[config.mk]
export PLATFORM = sky130hd
export DESIGN_NAME = fifo_memory
export DESIGN_NICKNAME = d
export VERILOG_FILES = /design/src/rtl/fifo_memory_pkg.sv /design/src/rtl/fifo_memory_ram.sv /design/src/rtl/fifo_memory.sv
export SDC_FILE = /design/constraint.sdc
export NUM_CORES = 1
export LEC_CHECK = 0
export ABC_AREA = 0
export CORE_UTILIZATION = 44
export CTS_BUF_LIST = sky130_fd_sc_hd__clkbuf_8
export DETAILED_ROUTE_END_ITERATION = 6
export PLACE_DENSITY = 0.59
export SYNTH_ARGS = -nofsm -noshare
export SYNTH_HDL_FRONTEND = slang
export SYNTH_SLANG_ARGS = --single-unit
[constraint.sdc]
create_clock -name Clk -period 3 [get_ports Clk]
set_clock_uncertainty 0.05 [all_clocks]
set_input_delay 0.3 -clock Clk [delete_from_list [all_inputs] [get_ports Clk]]
set_output_delay 0.3 -clock Clk [all_outputs]
set_load 0.005 [all_outputs]
[src/rtl/fifo_memory_pkg.sv]
// Shared defaults and width helpers for the fifo_memory block.
package fifo_memory_pkg;

  localparam int DEF_DATA_WIDTH = 8;
  localparam int DEF_FIFO_DEPTH = 16;

  // Depth is at least 2, so the pointer is always at least one bit wide.
  function automatic int ptr_width(input int depth);
    return $clog2(depth);
  endfunction

  function automatic int cnt_width(input int depth);
    return $clog2(depth + 1);
  endfunction

endpackage

[src/rtl/fifo_memory_ram.sv]
// Simple dual-port storage: synchronous write, registered synchronous read.
module fifo_memory_ram
  import fifo_memory_pkg::*;
#(
  parameter int DATA_WIDTH = DEF_DATA_WIDTH,
  parameter int DEPTH      = DEF_FIFO_DEPTH,
  parameter int AW         = ptr_width(DEF_FIFO_DEPTH)
) (
  input  logic                  clk,
  input  logic                  rst,
  input  logic                  we,
  input  logic [AW-1:0]         waddr,
  input  logic [DATA_WIDTH-1:0] wdata,
  input  logic                  re,
  input  logic [AW-1:0]         raddr,
  output logic [DATA_WIDTH-1:0] rdata
);

  logic [DATA_WIDTH-1:0] mem [DEPTH];

  always_ff @(posedge clk) begin
    if (we) mem[waddr] <= wdata;
  end

  // Read returns the pre-write word when both ports hit the same address.
  always_ff @(posedge clk) begin
    if (rst)     rdata <= '0;
    else if (re) rdata <= mem[raddr];
  end

endmodule

[src/rtl/fifo_memory.sv]
// Synchronous FIFO with pointer/count control; storage lives in fifo_memory_ram.
// Optional OVERFLOW/UNDERFLOW pulses are enabled by defining FIFO_MEMORY_OVF_UDF_EN.
module fifo_memory
  import fifo_memory_pkg::*;
#(
  parameter int DATA_WIDTH = DEF_DATA_WIDTH,
  parameter int FIFO_DEPTH = DEF_FIFO_DEPTH
) (
  input  logic                  Clk,
  input  logic                  Rst,
  input  logic                  WR,
  input  logic                  RD,
  input  logic [DATA_WIDTH-1:0] dataIn,
  output logic [DATA_WIDTH-1:0] dataOut,
`ifdef FIFO_MEMORY_OVF_UDF_EN
  output logic                  OVERFLOW,
  output logic                  UNDERFLOW,
`endif
  output logic                  EMPTY,
  output logic                  FULL
);

  localparam int PW = ptr_width(FIFO_DEPTH);
  localparam int CW = cnt_width(FIFO_DEPTH);

  logic [PW-1:0] wptr, rptr;
  logic [CW-1:0] count;
  logic          wr_ok, rd_ok;

  function automatic logic [PW-1:0] ptr_next(input logic [PW-1:0] p);
    return (p == PW'(FIFO_DEPTH - 1)) ? '0 : p + PW'(1);
  endfunction

  assign EMPTY = (count == '0);
  assign FULL  = (count == CW'(FIFO_DEPTH));

  // A read frees a slot on the same edge, so a full FIFO still accepts WR+RD.
  assign wr_ok = WR && (!FULL || RD);
  assign rd_ok = RD && !EMPTY;

  always_ff @(posedge Clk) begin
    if (Rst) begin
      wptr  <= '0;
      rptr  <= '0;
      count <= '0;
    end else begin
      if (wr_ok) wptr <= ptr_next(wptr);
      if (rd_ok) rptr <= ptr_next(rptr);
      case ({wr_ok, rd_ok})
        2'b10:   count <= count + CW'(1);
        2'b01:   count <= count - CW'(1);
        default: count <= count;
      endcase
    end
  end

`ifdef FIFO_MEMORY_OVF_UDF_EN
  always_ff @(posedge Clk) begin
    if (Rst) begin
      OVERFLOW  <= 1'b0;
      UNDERFLOW <= 1'b0;
    end else begin
      OVERFLOW  <= WR && FULL && !RD;
      UNDERFLOW <= RD && EMPTY;
    end
  end
`endif

  fifo_memory_ram #(
    .DATA_WIDTH (DATA_WIDTH),
    .DEPTH      (FIFO_DEPTH),
    .AW         (PW)
  ) u_ram (
    .clk   (Clk),
    .rst   (Rst),
    .we    (wr_ok),
    .waddr (wptr),
    .wdata (dataIn),
    .re    (rd_ok),
    .raddr (rptr),
    .rdata (dataOut)
  );

endmodule

==> Yosys cells after proc, flatten, opt, wreduce, memory -nomap -nowiden <==
Memories as Yosys holds them, arrays and structs flattened. A register that Yosys moved wholly into a read port is not among the register bits.
Index checks and enable logic that the tools add are counted.
{ "word_totals": {"regBits": 13, "latch_bits": 0, "mem_bits_rw": 128, "romBits": 0, "in_bits": 12, "out_inout_bits": 10, "wordCells": 25, "n_memories": 1} }
{ "classes": {"n_addsub": 4, "n_mul": 0, "div_mod_pow": 0, "order_cmp": 0, "eq_ne": 5, "shift": 0, "n_mux": 5, "n_bitwise": 0, "n_reduce_logical": 7} }
{ "mem_list": {"columns": ["memory", "depth", "word_bits", "read_ports", "rd_clocked_by_memory_dff", "write_ports", "line_no", "source"], "rows": [
  ["u_ram.mem", 16, 8, 1, 1, 1, "fifo_memory_ram.sv:19", "logic [DATA_WIDTH-1:0] mem [DEPTH];"]
]} }
{ "op_table": {"columns": ["cell", "n"], "rows": [
  ["$pmux 5 s2", 1],
  ["$add 4x1->4 const B", 2],
  ["$eq 4x4->1 const B", 2],
  ["$mux 4", 2],
  ["$add 5x1->5 const B", 1],
  ["$eq 5x5->1 const B", 1],
  ["$logic_not 5->1", 1],
  ["$sub 5x1->5 const B", 1],
  ["$eq 2x1->1 const B", 1],
  ["$eq 2x2->1 const B", 1],
  ["$logic_and 1x1->1", 2],
  ["$logic_not 1->1", 2],
  ["$mux 1", 2],
  ["$reduce_bool 2->1", 1],
  ["$logic_or 1x1->1", 1]
]} }

==> Longest topological paths before layout <==
{ "logic_depth": {"depth_word": 6, "ltp_mapped": 11, "ltp_nobuf": 9} }

==> Modules after synthesis <==
Synthesis repeated with hierarchy kept, for this count alone.
{ "hier_totals": {"hier_cells": 403, "area_unflattened_um2": 6089.6} }
{ "by_module_without_submodules": {"columns": ["mod", "instances", "cells_per_inst", "area_each_um2", "seq_area_each_um2"], "rows": [
  ["fifo_memory_ram", 1, 316, 5343.9, 4003.8],
  ["fifo_memory", 1, 87, 745.7, 260.2]
]} }

==> Worst setup path after synthesis <==
Ideal clock, no wire load.
{ "synth_path": {"kind": "register to register", "startpoint": "reg count[0]", "endpoint": "reg count[4]", "setup_time_ns": 0.121, "t_arrival_ns": 2.814, "required_time_ns": 2.829, "setup_slack_ns": 0.015, "path_stages_with_launch": 12, "path_buffers": 2, "period_less_slack_ns": 2.985, "path_cell_list": "dfxtp_1 -> or4_1 -> buf_2 -> o31a_1 -> buf_6 -> inv_1 -> ha_1 -> ha_1 -> a21o_1 -> a21oi_1 -> mux2i_1 -> mux2_2"} }
{ "synth_via": {"elab_chain_cells": 6, "elab_cells_between_ends": 13} }
{ "synth_rtl": {"columns": ["item", "line_no", "source"], "rows": [
  ["from (decl)", "fifo_memory.sv:27", "logic [CW-1:0] count;"],
  ["from (signal assigned)", "fifo_memory.sv:50", "2'b10: count <= count + CW'(1);"],
  ["from (signal assigned)", "fifo_memory.sv:51", "2'b01: count <= count - CW'(1);"],
  ["from (signal assigned)", "fifo_memory.sv:52", "default: count <= count;"],
  ["$eq 5x5->1", "fifo_memory.sv:35", "assign FULL = (count == CW'(FIFO_DEPTH));"],
  ["$logic_not 1->1", "fifo_memory.sv:38", "assign wr_ok = WR && (!FULL || RD);"],
  ["$logic_or 1x1->1", "fifo_memory.sv:38", null],
  ["$logic_and 1x1->1", "fifo_memory.sv:38", null],
  ["$eq 2x1->1 / $eq 2x2->1 (equally long branches)", "fifo_memory.sv:49", "case ({wr_ok, rd_ok})"],
  ["$pmux 5 s2 / $reduce_bool 2->1 (equally long branches)", null, null]
]} }
Several ways; a longest one is shown, not always the timed one.
A chain may end at the register's enable or synchronous reset.

==> Final worst setup path <==
{ "layout_path": {"startpoint": "reg count[0]", "endpoint": "reg count[4]"} }
{ "layout_via": {"elab_cells_between_ends": 13} }
{ "layout_rtl": {"columns": ["item", "line_no", "source"], "rows": [
  ["$logic_not 5->1 *", "fifo_memory.sv:34", "assign EMPTY = (count == '0);"],
  ["$logic_not 1->1 *", "fifo_memory.sv:39", "assign rd_ok = RD && !EMPTY;"],
  ["$logic_and 1x1->1 *", "fifo_memory.sv:39", null],
  ["via rd_ok", "fifo_memory.sv:28", "logic wr_ok, rd_ok;"],
  ["$eq 2x1->1 / $eq 2x2->1 (equally long branches)", "fifo_memory.sv:49", null],
  ["$pmux 5 s2 / $reduce_bool 2->1 (equally long branches)", null, null]
]} }
The timed path passes the listed nets; every way through them passes the cells marked *.

==> results.json <==
{
  "tns_ns": 0,
  "synth-main-ff-cell": "edfxtp_1",
  "cts.clk_slew.worst_paths_ns": 0.08,
  "min_period_ns": 2.84,
  "dpl.hpwl_um": 7070,
  "fin_crit_sh_pct": 94.7,
  "cts_setup_buffers": 0,
  "synthCells": 324,
  "power.leakage_uw": 0.00218,
  "yosys_warnings": 0,
  "drt_iter0_drc": 258,
  "synth_area_leader_cell": "edfxtp_1",
  "crit_type": "reg -> reg",
  "grt_max_degree": 37,
  "start_kind": "flop",
  "chipHeight_um": 119,
  "drv_cap": 0,
  "synth-edff-count": 128,
  "wl_per_cell_um": 20.8,
  "wl_um": 11500,
  "cts_hold_buf": 0,
  "drtAntennaViolNets": 0,
  "vias_per_cell": 5.39,
  "slew_viol_final": 0,
  "hold_start": "count[3]",
  "worstPathArrival_ns": 3.12,
  "endpoint_kind": "flop",
  "outcome": "completed",
  "synth.distinct_cells": 35,
  "critPathMaxFanout": 6,
  "ys_seq_area_share_pct": 71.3,
  "yosysMostFrequentCell": "edfxtp_1",
  "avgSynthCellArea_um2": 18.5,
  "antenna_found_initial": 0,
  "ir_worst_vdd_uv": 514,
  "fill_cells": 1125,
  "synth.area.top_cells": "edfxtp_1, mux4_2, dfxtp_1",
  "synthTopCellsByCount": "edfxtp_1, mux4_2, nor2_1",
  "final_util_pct": 51.5,
  "rr_startpoint": "count[0]",
  "syn_area_um2": 5980,
  "io-pin-count": 22,
  "synth_top_area_share_pct": 64.3,
  "grt_pass1_wl_um": 18100,
  "root_buffer": "clkbuf_8",
  "startpoint": "count[0]",
  "antenna_cells": 0,
  "layout.nets": 385,
  "max_freq_ghz": 0.352,
  "maxSlewHeadroom_pct": 34.0,
  "dieArea_um2": 14100,
  "rsz0062_at_grt": "false",
  "drc": 0,
  "htreeDepth": 4,
  "syn_to_final_growth_pct": 14.1,
  "powerDensity_nw_per_um2": 716,
  "min-delay-path-class": "reg -> reg",
  "setup_viol": 0,
  "firstDrtPassIters": 4,
  "cts_made_buffers": 17,
  "clk_path_buf_depth": 2,
  "grt_overflow": 0,
  "die_x_um": 119,
  "finalHoldViolations": 0,
  "async_flop_share_pct": 0,
  "rows": 42,
  "vias": 2973,
  "ys_ff_latch": 149,
  "worst_slew_pin_slew_ns": 0.987,
  "clk-insertion-delay-late_ns": 0.44,
  "start_util_pct": 45.2,
  "grt_usage_pct": 18.1,
  "drive_gt1_share_pct": 23.1,
  "numClockSinks": 149,
  "io_buffers": 21,
  "tritoncts": "done",
  "grt_pass1_vias": 3127,
  "gp_congestion": 0.746,
  "syn_nets": 346,
  "cp_data_required_time_ns": 3.28,
  "core_um2": 13200
}
[power breakdown]
part           internal (µW)  switching [µW]
clock network            660             767
logic                    509             531
registers               2360            64.4
[cell families (layout without fill, tap and decap cells)]
family,count (synthesis),after routing,synth area share (%)
AND/OR/NAND/NOR,56,56,4.56
multiplexers,53,53,15.6
adder cells (fa/ha/maj),10,10,2.22
flip-flops,149,149,71.3
AO/OA/AOI/OAI,27,27,3.83
buffers and inverters,24,76,1.80
XOR/XNOR,5,5,0.732
[critical path, stage by stage, from the launching register on]
cell and delay (ns):
dfxtp_1 0.31, or4_1 0.60, o21ai_2 0.18, inv_1 0.08
ha_2 0.23, fa_1 0.40, a21o_1 0.17, a21oi_1 0.16
mux2i_1 0.21, mux2_2 0.34
[worst paths after layout]
kind / cells after the start / slack, ns / endpoint
setup / recovery: 9 / 0.16 / count[4]
hold / removal: 2 / 0.47 / count[3]
setup reg to reg: 9 / 0.16 / count[4]
hold reg to reg: 2 / 0.47 / count[3]
[routing by layer]
metal / track usage [%] / wire length [µm]
met5: 0 / 0
met4: 7.04 / 194
met3: 5.21 / 596
met2: 28.9 / 5690
met1: 23.6 / 5020
[layout make-up]
type | count | area [µm²] | share of cell area, %
Tap cell | 176 | 220 | 3.23
Timing Repair Buffer | 39 | 345 | 5.06
Inverter | 5 | 18.8 | 0.275
Clock inverter | 15 | 130 | 1.91
Clock buffer | 17 | 234 | 3.43
Multi-Input combinational cell | 151 | 1610 | 23.6
Sequential cell | 149 | 4270 | 62.5
[metrics by stage]
step / instance area (µm²) / hold slack, ns / worst slack (ns) / std cells / power [µW]
after global routing: 6830 / 0.486 / 0.0427 / 552 / 5120
after detailed placement: 6460 / 0.444 / 0.0875 / 520 / 3520
after global placement: 6460 / 0.440 / 0.150 / 520 / 3500
final: 6830 / 0.469 / 0.160 / 552 / 4890
after CTS: 6820 / 0.466 / 0.0761 / 552 / 4940
after floorplan: 5980 / 0.349 / 0.0151 / 324 / 3120
[registers in the layout (all words and copies together), names as in the netlist]
register     flops
wptr             4
count            5
u_ram.rdata      8
rptr             4
u_ram.mem      128
[layout by cell type, fill, tap and decap left out, drive strengths merged]
cell	count
a211oi	1
a21o	2
a21oi	7
a31oi	2
a41oi	2
buf	18
bufinv	1
clkbuf	17
clkdlybuf4s50	21
clkinv	7
clkinvlp	2
dfxtp	21
edfxtp	128
fa	1
ha	9
inv	10
mux2	1
mux2i	20
mux4	32
nand2	9
nand2b	2
nand3b	10
nor2	26
nor2b	1
nor3	6
o211ai	1
o21ai	1
o221ai	8
o311ai	1
o31a	1
o31ai	1
or3	1
or4	1
xnor2	1
xor2	4
[what timing repair did]
action                                 CTS  global route
gates resized for setup                  0             1
endpoints found under the hold margin    0             0
setup endpoints to repair                0             1
Note: power is estimated with default switching activity, not from simulation.
